==> config.mk <==
export PLATFORM = sky130hd
export DESIGN_NAME = z80_io_bus_master_flat
export DESIGN_NICKNAME = d
export VERILOG_FILES = /design/src/rtl/z80_io_bus_master_pkg.sv /design/src/rtl/z80_io_bus_master_if.sv /design/src/rtl/z80_io_bus_master_sync_2ff.sv /design/src/rtl/z80_io_bus_master.sv /design/src/flat_wrapper.sv
export SDC_FILE = /design/constraint.sdc
export NUM_CORES = 1
export LEC_CHECK = 0
export CORE_UTILIZATION = 47
export DETAILED_ROUTE_END_ITERATION = 12
export PLACE_DENSITY = 0.84
export SYNTH_ARGS = -nofsm -noshare
export SYNTH_HDL_FRONTEND = slang
export SYNTH_HIERARCHICAL = 1
export SYNTH_SLANG_ARGS = --single-unit
==> constraint.sdc <==
create_clock -name clk_w -period 2.2 [get_ports clk_w]
set_input_delay 0.44 -clock clk_w [delete_from_list [all_inputs] [get_ports clk_w]]
set_output_delay 0.44 -clock clk_w [all_outputs]
set_load 0.005 [all_outputs]
==> src/rtl/z80_io_bus_master_pkg.sv <==
// ---------------------------------------------------------------------------
// z80_bus_pkg
// Shared types and constants for the Z80 I/O bus master slice.
//   bus_state_t   : bus-cycle sequencer states (IDLE, T1, T2, TW, T3, RECOVER)
//   VDP_BASE_PORT : default I/O window base for the V9958 ports $98-$9B
//   port_addr()   : forms A7..A0 from a base and a 2-bit port offset
// ---------------------------------------------------------------------------
package z80_bus_pkg;

  typedef enum logic [2:0] {
    IDLE,
    T1,
    T2,
    TW,
    T3,
    RECOVER
  } bus_state_t;

  localparam logic [7:0] VDP_BASE_PORT = 8'h98;

  // The base is aligned to four ports, so OR-ing the offset in selects
  // one of the four VDP registers without carry into the upper bits.
  function automatic logic [7:0] port_addr(input logic [7:0] base,
                                           input logic [1:0] port);
    return base | {6'b000000, port};
  endfunction

endpackage

==> src/rtl/z80_io_bus_master_if.sv <==
// ---------------------------------------------------------------------------
// z80_io_bus_master_if
// Bundles the command/response handshake and the Z80 CPU-side pins.
//   command : cmd_valid, cmd_ready, cmd_write, cmd_port[1:0], cmd_data[7:0]
//   response: rsp_valid, rsp_data[7:0], rsp_timeout, busy
//   Z80 bus : bus_addr[7:0], iorq_n, rd_n, wr_n, cd_out[7:0], cd_oe,
//             cd_in[7:0], wait_n, int_n, int_pending
// Modports:
//   master : the bus-cycle generator's view
//   slave  : the command source / bus target view (benches, host logic)
// ---------------------------------------------------------------------------
interface z80_io_bus_master_if;

  logic       cmd_valid;
  logic       cmd_ready;
  logic       cmd_write;
  logic [1:0] cmd_port;
  logic [7:0] cmd_data;

  logic       rsp_valid;
  logic [7:0] rsp_data;
  logic       rsp_timeout;
  logic       busy;

  logic [7:0] bus_addr;
  logic       iorq_n;
  logic       rd_n;
  logic       wr_n;
  logic [7:0] cd_out;
  logic       cd_oe;
  logic [7:0] cd_in;
  logic       wait_n;
  logic       int_n;
  logic       int_pending;

  modport master (
    input  cmd_valid, cmd_write, cmd_port, cmd_data,
    input  cd_in, wait_n, int_n,
    output cmd_ready, rsp_valid, rsp_data, rsp_timeout, busy,
    output bus_addr, iorq_n, rd_n, wr_n, cd_out, cd_oe, int_pending
  );

  modport slave (
    output cmd_valid, cmd_write, cmd_port, cmd_data,
    output cd_in, wait_n, int_n,
    input  cmd_ready, rsp_valid, rsp_data, rsp_timeout, busy,
    input  bus_addr, iorq_n, rd_n, wr_n, cd_out, cd_oe, int_pending
  );

endinterface

==> src/rtl/z80_io_bus_master_sync_2ff.sv <==
// ---------------------------------------------------------------------------
// sync_2ff
// Two-flop synchroniser for a single asynchronous level.
//   clk_w     in  : destination clock
//   reset_n_w in  : asynchronous active-low reset, both flops load RESET_VAL
//   i_async   in  : asynchronous input level
//   o_sync    out : synchronised level, two clk_w cycles of latency
// ---------------------------------------------------------------------------
module sync_2ff #(
  parameter logic RESET_VAL = 1'b1
) (
  input  logic clk_w,
  input  logic reset_n_w,
  input  logic i_async,
  output logic o_sync
);

  logic r_meta;
  logic r_sync;

  always_ff @(posedge clk_w or negedge reset_n_w) begin
    if (!reset_n_w) begin
      r_meta <= RESET_VAL;
      r_sync <= RESET_VAL;
    end else begin
      r_meta <= i_async;
      r_sync <= r_meta;
    end
  end

  assign o_sync = r_sync;

endmodule

==> src/rtl/z80_io_bus_master.sv <==
// ---------------------------------------------------------------------------
// z80_io_bus_master
// Turns single-beat commands into Z80-timed IN/OUT cycles on the VDP port
// window and synchronises the VDP interrupt back into the clk_w domain.
//   clk_w     in : master clock
//   reset_n_w in : asynchronous active-low reset (aborts any cycle at once)
//   bus       if : z80_io_bus_master_if.master (command, response, Z80 pins)
// Parameters:
//   TSTATE_CLKS  : clk_w cycles per Z80 T-state (>= 2)
//   BASE_PORT    : I/O base, address = BASE_PORT | cmd_port
//   MAX_WAITS    : extra TW states honoured before forced completion
//   RECOVER_CLKS : idle cycles with all strobes high between bus cycles (>= 1)
// Bus cycle: IDLE -> T1 -> T2 -> TW -> (TW)* -> T3 -> RECOVER -> IDLE.
// ---------------------------------------------------------------------------
module z80_io_bus_master
  import z80_bus_pkg::*;
#(
  parameter int         TSTATE_CLKS  = 8,
  parameter logic [7:0] BASE_PORT    = VDP_BASE_PORT,
  parameter int         MAX_WAITS    = 4,
  parameter int         RECOVER_CLKS = 4
) (
  input logic                 clk_w,
  input logic                 reset_n_w,
  z80_io_bus_master_if.master bus
);

  // One tick counter serves both the T-states and RECOVER, so it is sized
  // for whichever of the two is longer.
  localparam int TICK_MAX = (TSTATE_CLKS > RECOVER_CLKS) ? TSTATE_CLKS : RECOVER_CLKS;
  localparam int TICK_W   = $clog2(TICK_MAX) + 1;
  localparam int WAIT_W   = $clog2(MAX_WAITS + 1) + 1;

  localparam logic [TICK_W-1:0] T_LAST = TICK_W'(TSTATE_CLKS - 1);
  localparam logic [TICK_W-1:0] R_LAST = TICK_W'(RECOVER_CLKS - 1);
  localparam logic [WAIT_W-1:0] W_MAX  = WAIT_W'(MAX_WAITS);

  bus_state_t        r_state;
  logic [TICK_W-1:0] r_tick;
  logic [WAIT_W-1:0] r_wait_cnt;
  logic              r_write;
  logic              r_timeout;

  logic              r_cmd_ready;
  logic              r_busy;
  logic              r_rsp_valid;
  logic [7:0]        r_rsp_data;
  logic              r_rsp_timeout;
  logic [7:0]        r_bus_addr;
  logic              r_iorq_n;
  logic              r_rd_n;
  logic              r_wr_n;
  logic [7:0]        r_cd_out;
  logic              r_cd_oe;

  logic              w_wait_sync;
  logic              w_int_sync;
  logic              w_t_last;
  logic              w_r_last;

  sync_2ff #(.RESET_VAL(1'b1)) u_wait_sync (
    .clk_w     (clk_w),
    .reset_n_w (reset_n_w),
    .i_async   (bus.wait_n),
    .o_sync    (w_wait_sync)
  );

  sync_2ff #(.RESET_VAL(1'b1)) u_int_sync (
    .clk_w     (clk_w),
    .reset_n_w (reset_n_w),
    .i_async   (bus.int_n),
    .o_sync    (w_int_sync)
  );

  assign w_t_last = (r_tick == T_LAST);
  assign w_r_last = (r_tick == R_LAST);

  // Every pin is registered, so each output change appears on the first
  // cycle of the state it belongs to.
  always_ff @(posedge clk_w or negedge reset_n_w) begin
    if (!reset_n_w) begin
      r_state       <= IDLE;
      r_tick        <= '0;
      r_wait_cnt    <= '0;
      r_write       <= 1'b0;
      r_timeout     <= 1'b0;
      r_cmd_ready   <= 1'b0;
      r_busy        <= 1'b0;
      r_rsp_valid   <= 1'b0;
      r_rsp_data    <= 8'h00;
      r_rsp_timeout <= 1'b0;
      r_bus_addr    <= 8'h00;
      r_iorq_n      <= 1'b1;
      r_rd_n        <= 1'b1;
      r_wr_n        <= 1'b1;
      r_cd_out      <= 8'h00;
      r_cd_oe       <= 1'b0;
    end else begin
      r_rsp_valid   <= 1'b0;
      r_rsp_timeout <= 1'b0;
      case (r_state)
        IDLE: begin
          // cmd_ready comes up one cycle after reset or RECOVER, which
          // also makes it drop in the same edge that accepts a command.
          if (r_cmd_ready && bus.cmd_valid) begin
            r_cmd_ready <= 1'b0;
            r_busy      <= 1'b1;
            r_write     <= bus.cmd_write;
            r_wait_cnt  <= '0;
            r_timeout   <= 1'b0;
            r_tick      <= '0;
            r_bus_addr  <= port_addr(BASE_PORT, bus.cmd_port);
            r_cd_out    <= bus.cmd_write ? bus.cmd_data : 8'h00;
            r_cd_oe     <= bus.cmd_write;
            r_state     <= T1;
          end else begin
            r_cmd_ready <= 1'b1;
          end
        end
        T1: begin
          if (w_t_last) begin
            r_tick   <= '0;
            r_iorq_n <= 1'b0;
            r_rd_n   <= r_write;
            r_wr_n   <= ~r_write;
            r_state  <= T2;
          end else begin
            r_tick <= r_tick + TICK_W'(1);
          end
        end
        T2: begin
          if (w_t_last) begin
            r_tick  <= '0;
            r_state <= TW;
          end else begin
            r_tick <= r_tick + TICK_W'(1);
          end
        end
        TW: begin
          // WAIT_n is judged only at the end of each TW; once the extra
          // waits are used up the cycle completes and is flagged.
          if (w_t_last) begin
            r_tick <= '0;
            if (!w_wait_sync && (r_wait_cnt < W_MAX)) begin
              r_wait_cnt <= r_wait_cnt + WAIT_W'(1);
            end else begin
              r_timeout <= ~w_wait_sync;
              r_state   <= T3;
            end
          end else begin
            r_tick <= r_tick + TICK_W'(1);
          end
        end
        T3: begin
          if (w_t_last) begin
            r_tick        <= '0;
            r_iorq_n      <= 1'b1;
            r_rd_n        <= 1'b1;
            r_wr_n        <= 1'b1;
            r_rsp_valid   <= 1'b1;
            r_rsp_timeout <= r_timeout;
            r_rsp_data    <= r_write ? 8'h00 : bus.cd_in;
            r_state       <= RECOVER;
          end else begin
            r_tick <= r_tick + TICK_W'(1);
          end
        end
        RECOVER: begin
          // Write data is left on the bus for the first RECOVER cycle as
          // hold time after WR_n rises, then released.
          r_cd_oe <= 1'b0;
          if (w_r_last) begin
            r_tick      <= '0;
            r_busy      <= 1'b0;
            r_cmd_ready <= 1'b1;
            r_state     <= IDLE;
          end else begin
            r_tick <= r_tick + TICK_W'(1);
          end
        end
        default: begin
          r_state <= IDLE;
        end
      endcase
    end
  end

  assign bus.cmd_ready   = r_cmd_ready;
  assign bus.busy        = r_busy;
  assign bus.rsp_valid   = r_rsp_valid;
  assign bus.rsp_data    = r_rsp_data;
  assign bus.rsp_timeout = r_rsp_timeout;
  assign bus.bus_addr    = r_bus_addr;
  assign bus.iorq_n      = r_iorq_n;
  assign bus.rd_n        = r_rd_n;
  assign bus.wr_n        = r_wr_n;
  assign bus.cd_out      = r_cd_out;
  assign bus.cd_oe       = r_cd_oe;
  assign bus.int_pending = ~w_int_sync;

endmodule

==> src/flat_wrapper.sv <==
// flat-port wrapper written by rule: the top's interface ports become plain ports
module z80_io_bus_master_flat import z80_bus_pkg::*;
#(
  parameter int         TSTATE_CLKS  = 8,
  parameter logic [7:0] BASE_PORT    = VDP_BASE_PORT,
  parameter int         MAX_WAITS    = 4,
  parameter int         RECOVER_CLKS = 4
)
  (clk_w, reset_n_w, bus_cmd_valid, bus_cmd_write, bus_cmd_port, bus_cmd_data, bus_cd_in, bus_wait_n, bus_int_n, bus_cmd_ready, bus_rsp_valid, bus_rsp_data, bus_rsp_timeout, bus_busy, bus_bus_addr, bus_iorq_n, bus_rd_n, bus_wr_n, bus_cd_out, bus_cd_oe, bus_int_pending);
  z80_io_bus_master_if bus_i ();
  input logic clk_w;
  input logic reset_n_w;
  input wire logic [$bits(bus_i.cmd_valid)-1:0] bus_cmd_valid;
  input wire logic [$bits(bus_i.cmd_write)-1:0] bus_cmd_write;
  input wire logic [$bits(bus_i.cmd_port)-1:0] bus_cmd_port;
  input wire logic [$bits(bus_i.cmd_data)-1:0] bus_cmd_data;
  input wire logic [$bits(bus_i.cd_in)-1:0] bus_cd_in;
  input wire logic [$bits(bus_i.wait_n)-1:0] bus_wait_n;
  input wire logic [$bits(bus_i.int_n)-1:0] bus_int_n;
  output wire logic [$bits(bus_i.cmd_ready)-1:0] bus_cmd_ready;
  output wire logic [$bits(bus_i.rsp_valid)-1:0] bus_rsp_valid;
  output wire logic [$bits(bus_i.rsp_data)-1:0] bus_rsp_data;
  output wire logic [$bits(bus_i.rsp_timeout)-1:0] bus_rsp_timeout;
  output wire logic [$bits(bus_i.busy)-1:0] bus_busy;
  output wire logic [$bits(bus_i.bus_addr)-1:0] bus_bus_addr;
  output wire logic [$bits(bus_i.iorq_n)-1:0] bus_iorq_n;
  output wire logic [$bits(bus_i.rd_n)-1:0] bus_rd_n;
  output wire logic [$bits(bus_i.wr_n)-1:0] bus_wr_n;
  output wire logic [$bits(bus_i.cd_out)-1:0] bus_cd_out;
  output wire logic [$bits(bus_i.cd_oe)-1:0] bus_cd_oe;
  output wire logic [$bits(bus_i.int_pending)-1:0] bus_int_pending;
  assign bus_i.cmd_valid = bus_cmd_valid;
  assign bus_i.cmd_write = bus_cmd_write;
  assign bus_i.cmd_port = bus_cmd_port;
  assign bus_i.cmd_data = bus_cmd_data;
  assign bus_i.cd_in = bus_cd_in;
  assign bus_i.wait_n = bus_wait_n;
  assign bus_i.int_n = bus_int_n;
  assign bus_cmd_ready = bus_i.cmd_ready;
  assign bus_rsp_valid = bus_i.rsp_valid;
  assign bus_rsp_data = bus_i.rsp_data;
  assign bus_rsp_timeout = bus_i.rsp_timeout;
  assign bus_busy = bus_i.busy;
  assign bus_bus_addr = bus_i.bus_addr;
  assign bus_iorq_n = bus_i.iorq_n;
  assign bus_rd_n = bus_i.rd_n;
  assign bus_wr_n = bus_i.wr_n;
  assign bus_cd_out = bus_i.cd_out;
  assign bus_cd_oe = bus_i.cd_oe;
  assign bus_int_pending = bus_i.int_pending;
  z80_io_bus_master #(.TSTATE_CLKS(TSTATE_CLKS), .BASE_PORT(BASE_PORT), .MAX_WAITS(MAX_WAITS), .RECOVER_CLKS(RECOVER_CLKS)) u_core (.clk_w(clk_w), .reset_n_w(reset_n_w), .bus(bus_i));
endmodule
# Yosys cells after proc, flatten, opt, wreduce, memory -nomap -nowiden
# Index checks and enable logic that the tools add are counted.
totals:
  output_inout_bits: 33
  regBits: 44
  word_cells: 100
  in_bits: 24
classes:
  reduce_logical: 19
  magnitude_cmp: 1
  n_addsub: 2
  n_eq_ne: 15
  n_bitwise: 3
  muxes: 40
op_table:
  columns: ["operator", "n"]
  rows:
  - ["3-bit 2-to-1 mux", 7]
  - ["4-bit 2-to-1 mux", 5]
  - ["3-bit case mux with 6 select lines", 1]
  - ["1-bit 2-to-1 mux", 16]
  - ["8-bit 2-to-1 mux", 2]
  - ["2-bit by 1-bit != test with 1-bit output (second input constant)", 7]
  - ["1-bit case mux with 2 select lines", 7]
  - ["4-bit case mux with 3 select lines", 1]
  - ["2-bit AND reduction", 5]
  - ["4-bit by 1-bit adder with 4-bit output (second input constant)", 2]
  - ["4-bit case mux with 2 select lines", 1]
  - ["4-bit AND reduction", 2]
  - ["7-bit AND reduction", 1]
  - ["3-bit by 2-bit == test with 1-bit output (second input constant)", 2]
  - ["3-bit == test (second input constant)", 2]
  - ["3-bit AND reduction", 2]
  - ["2-bit nonzero test", 3]
  - ["4-bit by 2-bit == test with 1-bit output (second input constant)", 1]
  - ["4-bit by 3-bit == test with 1-bit output (second input constant)", 1]
  - ["4-bit by 3-bit < comparator with 1-bit output (second input constant)", 1]
  - ["4-bit OR reduction", 1]
  - ["3-bit by 1-bit == test with 1-bit output (second input constant)", 1]
  - ["3-bit zero test", 1]
  - ["1-bit NOT", 3]
  - ["other kinds (4)", 5]

# Longest topological paths before layout
# Gate-level depths: netlist (run 1).
logic_depth:
  word_depth: 5
  ltp_mapped: 6

# Cells and area by module
# Netlist (run 1), hierarchy kept.
by_module_without_submodules:
  columns: ["mod", "seq_area_each_um2", "area_each_um2", "n_inst", "cells_each"]
  rows:
  - ["z80_io_bus_master", 1004.7, 1910.6, 1, 206]
  - ["sync_2ff", 52.6, 52.6, 2, 2]

# Worst setup path before layout (run 1)
# No wires, ideal clock.
synth_path:
  path_type: "register to register"
  start: "register u_core.r_tick[0]"
  end: "register u_core.r_state[2]"
  required_ns: 2.078
  arrival_ns: 1.509
  path_slack_ns: 0.569
  stages_incl_launch_ff: 7
  path_cell_list: "dfrtp_1 -> ha_1 -> or3b_4 -> o211ai_2 -> or2_1 -> buf_6 -> a32o_1"
synth_between:
  elab_chain_len: 3
  elab_cells_between_ends: 8
  cone_classes: "eq/ne: 7; reduce/logical: 1"
synth_lines:
  columns: ["element", "line", "text"]
  rows:
  - ["start: declaration", "z80_io_bus_master.sv:39", "logic [TICK_W-1:0] r_tick;"]
  - ["start signal: assignment", "z80_io_bus_master.sv:128", "r_tick <= r_tick + TICK_W'(1);"]
  - ["start signal: assignment", "z80_io_bus_master.sv:136", "r_tick <= r_tick + TICK_W'(1);"]
  - ["start signal: assignment", "z80_io_bus_master.sv:151", "r_tick <= r_tick + TICK_W'(1);"]
  - ["4-bit by 2-bit == test with 1-bit output / 4-bit by 3-bit == test with 1-bit output (equally long branches)", "z80_io_bus_master.sv:76, z80_io_bus_master.sv:75", null]
  - ["2-bit by 1-bit != test with 1-bit output (no line)", null, null]
  - ["7-bit AND reduction (no line) *", null, null]
  - ["end signal: assignment", "z80_io_bus_master.sv:82", "r_state <= IDLE;"]
  - ["end signal: assignment", "z80_io_bus_master.sv:115", "r_state <= T1;"]
  - ["end signal: assignment", "z80_io_bus_master.sv:126", "r_state <= T2;"]
  - ["end: declaration", "z80_io_bus_master.sv:38", "bus_state_t r_state;"]
# Mark *: on every way between the ends. The rest lies on a longest branch, timed or not.
# A chain may end at the register's enable or synchronous reset.

# Final worst setup path (run 1)
layout_path:
  start: "register u_core.r_wr_n, in the netlist u_core/bus.wr_n"
  end: "output port bus_wr_n"
layout_lines:
  columns: ["element", "line", "text"]
  rows:
  - ["start: declaration", "z80_io_bus_master.sv:52", "logic r_wr_n;"]
  - ["start signal: assignment", "z80_io_bus_master.sv:125", "r_wr_n <= ~r_write;"]
  - ["end: declaration", "flat_wrapper.sv:28", "output wire logic [$bits(bus_i.wr_n)-1:0] bus_wr_n;"]
# No word-level cell between the ends.

==> results of run 1 <==
[registers in the layout, summed over array words and instances (netlist names), 3 cells and up]
name                 cells
u_core/bus.bus_addr      3
u_core/r_wait_cnt        4
u_core/bus.cd_out        8
u_core/bus.rsp_data      8
u_core/r_state           3
u_core/r_tick            4
[final cells by class]
cell class / instances / area (µm²) / share of cell area (%)
Clock buffer: 5 / 68.82 / 2.618
Clock inverter: 3 / 18.77 / 0.7139
Multi-Input combinational cell: 147 / 790.8 / 30.08
Inverter: 6 / 22.52 / 0.8567
Timing Repair Buffer: 57 / 555.5 / 21.13
Sequential cell: 44 / 1110 / 42.22
Tap cell: 50 / 62.56 / 2.380
[cells in the mapped netlist, types with 2 or more instances]
cell type	n	area, µm²
nand2_1	45	168.9
dfrtp_1	37	925.9
o21ai_0	17	85.08
nand3_1	12	60.06
nor2_1	10	37.54
nand2b_1	9	56.30
a21oi_1	8	40.04
dfstp_2	7	183.9
nor3_1	7	35.03
buf_4	6	45.04
inv_1	6	22.52
buf_2	5	25.02
or2_2	4	25.02
a31oi_1	3	18.77
and2_1	3	18.77
buf_6	2	22.52
clkbuf_1	2	7.510
ha_1	2	25.02
o31ai_1	2	15.01
[layer usage]
layer | vias to the layer above | GRT usage, %
li1 | 806 | -
met1 | 762 | 24.46
met2 | 39 | 31.31
met3 | 6 | 4.899
met4 | 0 | 6.383
met5 | - | 0
[metrics by stage]
| stage | util [%] | worst slack [ps] |
|---|---|---|
| floorplan | - | 569.3 |
| global placement | 62.63 | 300.1 |
| detailed placement | 62.63 | 240.0 |
| CTS | 64.79 | 399.4 |
| global route | 64.79 | 234.0 |
| finish | 64.79 | 406.2 |
[power breakdown]
part | total, mW | leakage, nW | switching (mW) | internal (mW)
registers | 1.33 | 0.514 | 0.254 | 1.07
logic | 1.15 | 0.638 | 0.509 | 0.638
clock network | 0.495 | 0.0479 | 0.274 | 0.221
[final timing paths]
check,to,slack [ps],cells past startpoint
worst max-delay path,bus_wr_n,410,1
worst min-delay path,u_core/bus.cd_out[3],210,1
worst max register to register,u_core/r_state[2],420,5
worst min register to register,u_core/u_wait_sync/o_sync,360,0
max in group asynchronous,u_core/bus.rsp_data[6],1370,2
min in group clk_w,u_core/u_wait_sync/o_sync,360,0
[logic make-up after synthesis]
group	count (synthesis)	share of synthesized area, %
AO/OA/AOI/OAI	38	11.36
adder cells (fa/ha/maj)	2	1.241
buffers and inverters	21	6.083
flip-flops	44	55.06
other	1	0.1860
AND/OR/NAND/NOR	102	25.02
multiplexers	2	1.055
==> impl_metrics.tcl, run 1 <==
set metrics [dict create \
    final_nets 287 \
    max_freq_ghz 0.5575 \
    post-route-min-period_ps 1794 \
    status "completed" \
    slew_violations 0 \
    fin_cells 312 \
    slew_headroom_pct 47.96 \
    period_share_pct 81.54 \
    cts_tree "built" \
    synthFlopType "dfrtp_1" \
    hpwlAfterDp_um 2964 \
    yosys_register_bits 44 \
    synth_warnings 6 \
    die_h_um 67.49 \
    syn_avg_cell_area_um2 9.598 \
    ys_async_sr_fraction_pct 100.0 \
    area_delta_synth_final_pct 30.42 \
    worstPathMaxFanout 3 \
    wl_um 3983 \
    cts_hold_buf 0 \
    end_kind "output port" \
    cts_resized 0 \
    start_util_pct 49.68 \
    route.met3.wl_um 208 \
    startpoint "u_core/bus.wr_n" \
    finalSetupViolCount 0 \
    hold_viol 0 \
    arrival_ps 1350 \
    wirelength_met1_um 1835 \
    htreeDepth 2 \
    drt_iter0_markers 84 \
    top_layer "met4" \
    postPlaceCellArea_mm2 0.002541 \
    nFillCells 351 \
    syn_area_mm2 0.002016 \
    worstPathCellList "clkdlybuf4s50_1" \
    fin_area_mm2 0.002629 \
    dieArea_mm2 0.004555 \
    grt.total_usage_pct 19.14 \
    setup_tns_ps 0 \
    grt_pass1_vias 1454 \
    cts_buffers 5 \
    cts_root_buffer "clkbuf_8" \
    drt_pre_antenna_iters 4 \
    routabilityCongestion 0.7661 \
    max-vdd-ir-drop_mv 0.5750 \
    p_total_mw 2.968 \
    diodes 0 \
    grt_pass1_wl_um 6513 \
    start_kind "register" \
    hp-class "in2async" \
    crit_required_ps 1760 \
    grt_max_degree 38 \
    clock-sinks 44 \
    synth-seq-area-share_pct 55.06 \
    cp_slowest_stage_delay_ps 550 \
    critical_path_buf_inv_count 1 \
    p_leak_nw 1.200 \
    wl_per_cell_um 12.77 \
    maxCapViolations 0 \
    layout_common_cells "clkdlybuf4s50_1 (52), nand2_1 (45), dfrtp_1 (37)" \
    drive_gt1_share_pct 11.45 \
    netlist-cell-type-count 42 \
    r2r-start "u_core/r_tick[0]" \
    final_common_cell "clkdlybuf4s50_1" \
    vias 1613 \
    clockBufferDepth 2 \
    overflow 0 \
    wl_met2_um 1890 \
    worstMarginPinSlew_ps 780.6 \
    antenna_found_initial 0 \
    io_buffers 53 \
    drc_errors 0 \
    rsz0062_at_grt "false" \
    die_w_um 67.49 \
    place_inst 304 \
    ioPinCount 57 \
    syn_inst 210 \
    drtAntennaViolNets 0 \
    cts.clk_slew.worst_paths_ps 90 \
    fin_worst_skew_ps 8.432 \
    vias_per_cell 5.170 \
    slowest_stage "dfstp_2" \
    crit_type "reg2out" \
    clk_latency_ps 300 \
    post_cts_buffers 0 \
    std_cell_rows 23 \
    crit_family "flip-flops" \
    holdWs_ps 212.0 \
    synth_edf_count 0 \
    core_area_mm2 0.004058 \
    power_density_mw_per_mm2 1129 \
]
(Power assumes the default switching activity.)
==> inputs of run 2 (changes only) <==
==> constraint.sdc (replaced) <==
create_clock -name clk_w -period 1.7 [get_ports clk_w]
set_input_delay 0.34 -clock clk_w [delete_from_list [all_inputs] [get_ports clk_w]]
set_output_delay 0.34 -clock clk_w [all_outputs]
set_load 0.005 [all_outputs]
==> run 2 against run 1 <==
Routed wire length rose by 12%. Die area did not move. Final area rose by 5.6%. First-iteration DRC count rose by 31%. Worst hold slack got worse by 120 ps. Core utilization rose by 3.6 points. Cell count rose by 4.2%. Sequential share of layout area fell by 2.2 points. Largest cell class unchanged.
==> impl_metrics.tcl, run 2 (synthesis gave the netlist of run 1 again) <==
set metrics [dict create \
    crit_required_ps 1360 \
    final_common_cell "clkdlybuf4s50_1" \
    io_buffers 53 \
    fin_util_pct 68.42 \
    drt_iter0_markers 110 \
    p_total_mw 4.281 \
    final_nets 300 \
    drt_pre_antenna_iters 4 \
    overflow 0 \
    power_density_mw_per_mm2 1542 \
    clock-sinks 44 \
    drive_gt1_share_pct 16.36 \
    crit_type "reg2out" \
    dieArea_mm2 0.004555 \
    nFillCells 323 \
    finalSetupViolCount 0 \
    wl_per_cell_um 13.74 \
    hp-class "in2async" \
    cts_tree "built" \
    diodes 0 \
    fin_worst_skew_ps 6.247 \
    drc_errors 0 \
    ioPinCount 57 \
    die_w_um 67.49 \
    wl_met2_um 2297 \
    top_layer "met4" \
    pre_cts_slack_ps -63.39 \
    vias_per_cell 5.194 \
    cts_root_buffer "clkbuf_8" \
    worstMarginPinSlew_ps 542.2 \
    postPlaceCellArea_mm2 0.002639 \
    slew_violations 0 \
    grt_max_degree 45 \
    post_cts_buffers 0 \
    status "completed" \
    regArea_mm2 0.001110 \
    layout_common_cells "clkdlybuf4s50_1 (49), nand2_1 (45), dfrtp_1 (37)" \
    period_share_pct 95.88 \
    p_leak_nw 1.280 \
    fin_area_mm2 0.002776 \
    worst_slack_ps 70.07 \
    routabilityCongestion 0.8050 \
    vias 1688 \
    cts_hold_buf 0 \
    drtAntennaViolNets 0 \
    clockBufferDepth 2 \
    cp_slowest_stage_delay_ps 540 \
    grt_pass1_wl_um 7327 \
    crit_family "buffers and inverters" \
    std_cell_rows 23 \
    core_area_mm2 0.004058 \
    critical_path_buf_inv_count 1 \
    grt_pass1_vias 1637 \
    worstPathMaxFanout 5 \
    die_h_um 67.49 \
    htreeDepth 2 \
    area_delta_synth_final_pct 37.74 \
    worstPathCellList "clkdlybuf4s50_1" \
    wirelength_met1_um 1906 \
    rsz0062_at_grt "false" \
    slowest_stage "clkdlybuf4s50_1" \
    end_kind "output port" \
    wl_um 4464 \
    route.met3.wl_um 206 \
    arrival_ps 1290 \
    cts.clk_slew.worst_paths_ps 80 \
    setup_tns_ps 0 \
    hpwlAfterDp_um 3161 \
    max_freq_ghz 0.6135 \
    antenna_found_initial 0 \
    hold_viol 0 \
    start_util_pct 49.68 \
    start_kind "register" \
    cts_buffers 5 \
    grt.total_usage_pct 21.98 \
    maxCapViolations 0 \
    post-route-min-period_ps 1630 \
    slew_headroom_pct 63.86 \
    multi_input_area_um2 807.0 \
    clk_latency_ps 300 \
    max-vdd-ir-drop_mv 0.8583 \
]
-- run 2: cell count changes in the layout (fill, tap and decap cells not counted) --
| cell | delta |
|---|---|
| ha_1 | -1 |
| or2_1 | -1 |
| bufinv_16 | +1 |
| clkbuf_8 | +1 |
| ha_4 | +1 |
| buf_4 | +13 |
| or2_4 | +1 |
| clkinv_2 | -2 |
| a2111oi_1 | +1 |
| dlygate4sd2_1 | +2 |
| dlymetal6s2s_1 | +1 |
| a2111oi_0 | -1 |
| clkdlybuf4s50_1 | -3 |
-- run 2: path summary, 6_finish.rpt --
check | startpoint | end | slack [ps] | depth (start not counted)
worst max-delay path | u_core/bus.cmd_ready | bus_cmd_ready | 70 | 1
max in group asynchronous | reset_n_w | u_core/u_wait_sync/r_meta | 1220 | 2
worst min register to register | u_core/u_wait_sync/r_meta | u_core/u_wait_sync/o_sync | 360 | 0
worst max register to register | u_core/r_tick[1] | u_core/r_state[2] | 90 | 5
min in group clk_w | u_core/u_wait_sync/r_meta | u_core/u_wait_sync/o_sync | 360 | 0
worst min-delay path | reset_n_w | u_core/bus.cd_out[0] | 90 | 2
-- run 2: where the power goes --
| part | leakage (nW) | switching (mW) | internal, mW |
|---|---|---|---|
| clock network | 0.0614 | 0.363 | 0.480 |
| logic | 0.705 | 0.768 | 0.980 |
| registers | 0.514 | 0.302 | 1.39 |
-- run 2: metrics by stage --
stage	cells	hold slack, ps
floorplan	212	44.41
global placement	317	346.8
detailed placement	317	348.1
CTS	325	117.7
global route	325	145.2
finish	325	90.46
-- run 2: per-layer routing --
metal	global-route usage, %	vias up
met5	0	-
met3	4.561	6
met1	25.43	819
met2	38.24	39
li1	-	824
met4	10.64	0
-- run 2: layout make-up --
class	instances	share of cell area, %
flip-flops and latches	44	39.97
multi-input cells	147	29.07
repair buffers	70	23.52
clock buffers	6	2.974
well taps	50	2.253
clock inverters	2	1.397
inverters	6	0.8112
-- run 2: timing repair --
item / CTS / global route
gates resized for setup: 3 / 4
setup endpoints to repair: 9 / 7
cloned: 0 / 0
endpoints found under the hold margin: 0 / 0
==> inputs of run 3 (changes only) <==
--- a/config.mk
+++ b/config.mk
@@ -8,6 +8,7 @@
 export CORE_UTILIZATION = 47
 export DETAILED_ROUTE_END_ITERATION = 12
 export PLACE_DENSITY = 0.84
+export SKIP_CTS_REPAIR_TIMING = 1
 export SYNTH_ARGS = -nofsm -noshare
 export SYNTH_HDL_FRONTEND = slang
 export SYNTH_HIERARCHICAL = 1
==> run 3 against run 2 <==
Sequential power about the same. Final area rose by 0.27%. Non-clock buffer count is the same. Combinational power is essentially flat. Worst setup slack better by 1.3 ps. Fmax hardly changed. Cell count unchanged. Core utilization grew 0.18 points. Worst hold slack improved by 3.0 ps. Sequential cell count unchanged.
==> impl_metrics.tcl, run 3 (synthesis gave the netlist of run 1 again) <==
set metrics [dict create \
    htreeDepth 2 \
    hp-class "in2async" \
    drive_gt1_share_pct 16.36 \
    worstMarginPinSlew_ps 542.3 \
    diodes 0 \
    cts.clk_slew.worst_paths_ps 80 \
    final_common_cell "clkdlybuf4s50_1" \
    worstPathMaxFanout 5 \
    max_freq_ghz 0.6140 \
    crit_family "buffers and inverters" \
    r2r-end "u_core/r_state[2]" \
    start_util_pct 49.68 \
    wl_per_cell_um 13.69 \
    drt_pre_antenna_iters 4 \
    std_cell_rows 23 \
    cts_buffers 5 \
    routabilityCongestion 0.8050 \
    wl_um 4448 \
    layout_common_cells "clkdlybuf4s50_1 (49), nand2_1 (45), dfrtp_1 (37)" \
    power_density_mw_per_mm2 1541 \
    vias 1685 \
    setup_tns_ps 0 \
    r2r_cells 5 \
    clock-sinks 44 \
    drtAntennaViolNets 0 \
    grt_max_degree 45 \
    period_share_pct 95.80 \
    hpwlAfterDp_um 3161 \
    multi_input_area_um2 807.0 \
    regArea_mm2 0.001110 \
    startpoint "u_core/bus.cmd_ready" \
    fin_util_pct 68.61 \
    ioPinCount 57 \
    dieArea_mm2 0.004555 \
    antenna_found_initial 0 \
    clk_latency_ps 300 \
    cp_slowest_stage_delay_ps 540 \
    p_total_mw 4.289 \
    rsz0062_at_grt "false" \
    grt_pass1_vias 1634 \
    status "completed" \
    crit_type "reg2out" \
    vias_per_cell 5.185 \
    core_area_mm2 0.004058 \
    slew_headroom_pct 63.85 \
    hold_viol 0 \
    fin_worst_skew_ps 7.329 \
    grt_pass1_wl_um 7307 \
    crit_required_ps 1360 \
    worstPathCellList "clkdlybuf4s50_1" \
    cts_root_buffer "clkbuf_8" \
    cts_tree "built" \
    post-route-min-period_ps 1629 \
    arrival_ps 1290 \
    area_delta_synth_final_pct 38.11 \
    io_buffers 53 \
    maxCapViolations 0 \
    reg2reg_setup_slack_ps 90 \
    drt_iter0_markers 99 \
    die_h_um 67.49 \
    holdWs_ps 93.43 \
    finalSetupViolCount 0 \
    critical_path_buf_inv_count 1 \
    grt.total_usage_pct 21.95 \
    worst-path-stages 1 \
    nFillCells 322 \
    slew_violations 0 \
    p_leak_nw 1.299 \
    slowest_stage "clkdlybuf4s50_1" \
    overflow 0 \
    clockBufferDepth 2 \
    start_kind "register" \
    final_nets 300 \
    r2r-start "u_core/r_tick[1]" \
    die_w_um 67.49 \
    crit_end "bus_cmd_ready" \
    max-vdd-ir-drop_mv 0.8602 \
    drc_errors 0 \
    end_kind "output port" \
]
run 3: cell count changes in the layout (fill, tap and decap cells not counted):
cell and delta:
dlygate4sd2_1 -2, dlymetal6s2s_1 +2
run 3: where the power goes:
part           internal [mW]  switching (mW)
sequential              1.39           0.301
clock                  0.481           0.360
combinational          0.989           0.770
run 3: per-layer routing:
layer	GRT usage (%)	wire length (µm)	up-vias
met4	10.64	33	0
met1	25.65	1909	812
met5	0	0	-
met3	4.561	218	4
met2	37.87	2285	44
li1	-	-	825
run 3: final cells by class:
class,instances,area share (%)
clock buffers,6,2.966
clock inverters,2,1.393
inverters,6,0.8090
multi-input cells,147,28.99
flip-flops and latches,44,39.87
well taps,50,2.247
repair buffers,70,23.73
run 3: worst min-delay path by stage:
stage / start / endpoint / slack (ps) / cells past startpoint
floorplan: reset_n_w / u_core/bus.bus_addr[0] / 40 / 0
global placement: u_core/u_wait_sync/r_meta / u_core/u_wait_sync/o_sync / 350 / 0
detailed placement: u_core/u_wait_sync/r_meta / u_core/u_wait_sync/o_sync / 350 / 0
CTS: reset_n_w / u_core/bus.cd_out[0] / 120 / 2
global route: reset_n_w / u_core/bus.cd_out[0] / 150 / 2
finish: reset_n_w / u_core/bus.cd_out[0] / 90 / 2
run 3: stage by stage:
stage,area (µm²),worst slack [ps],instances
floorplan,2023,69.30,212
global placement,2639,-26.72,317
detailed placement,2639,-63.39,317
CTS,2760,-43.81,325
global route,2784,10.95,325
finish,2784,71.35,325
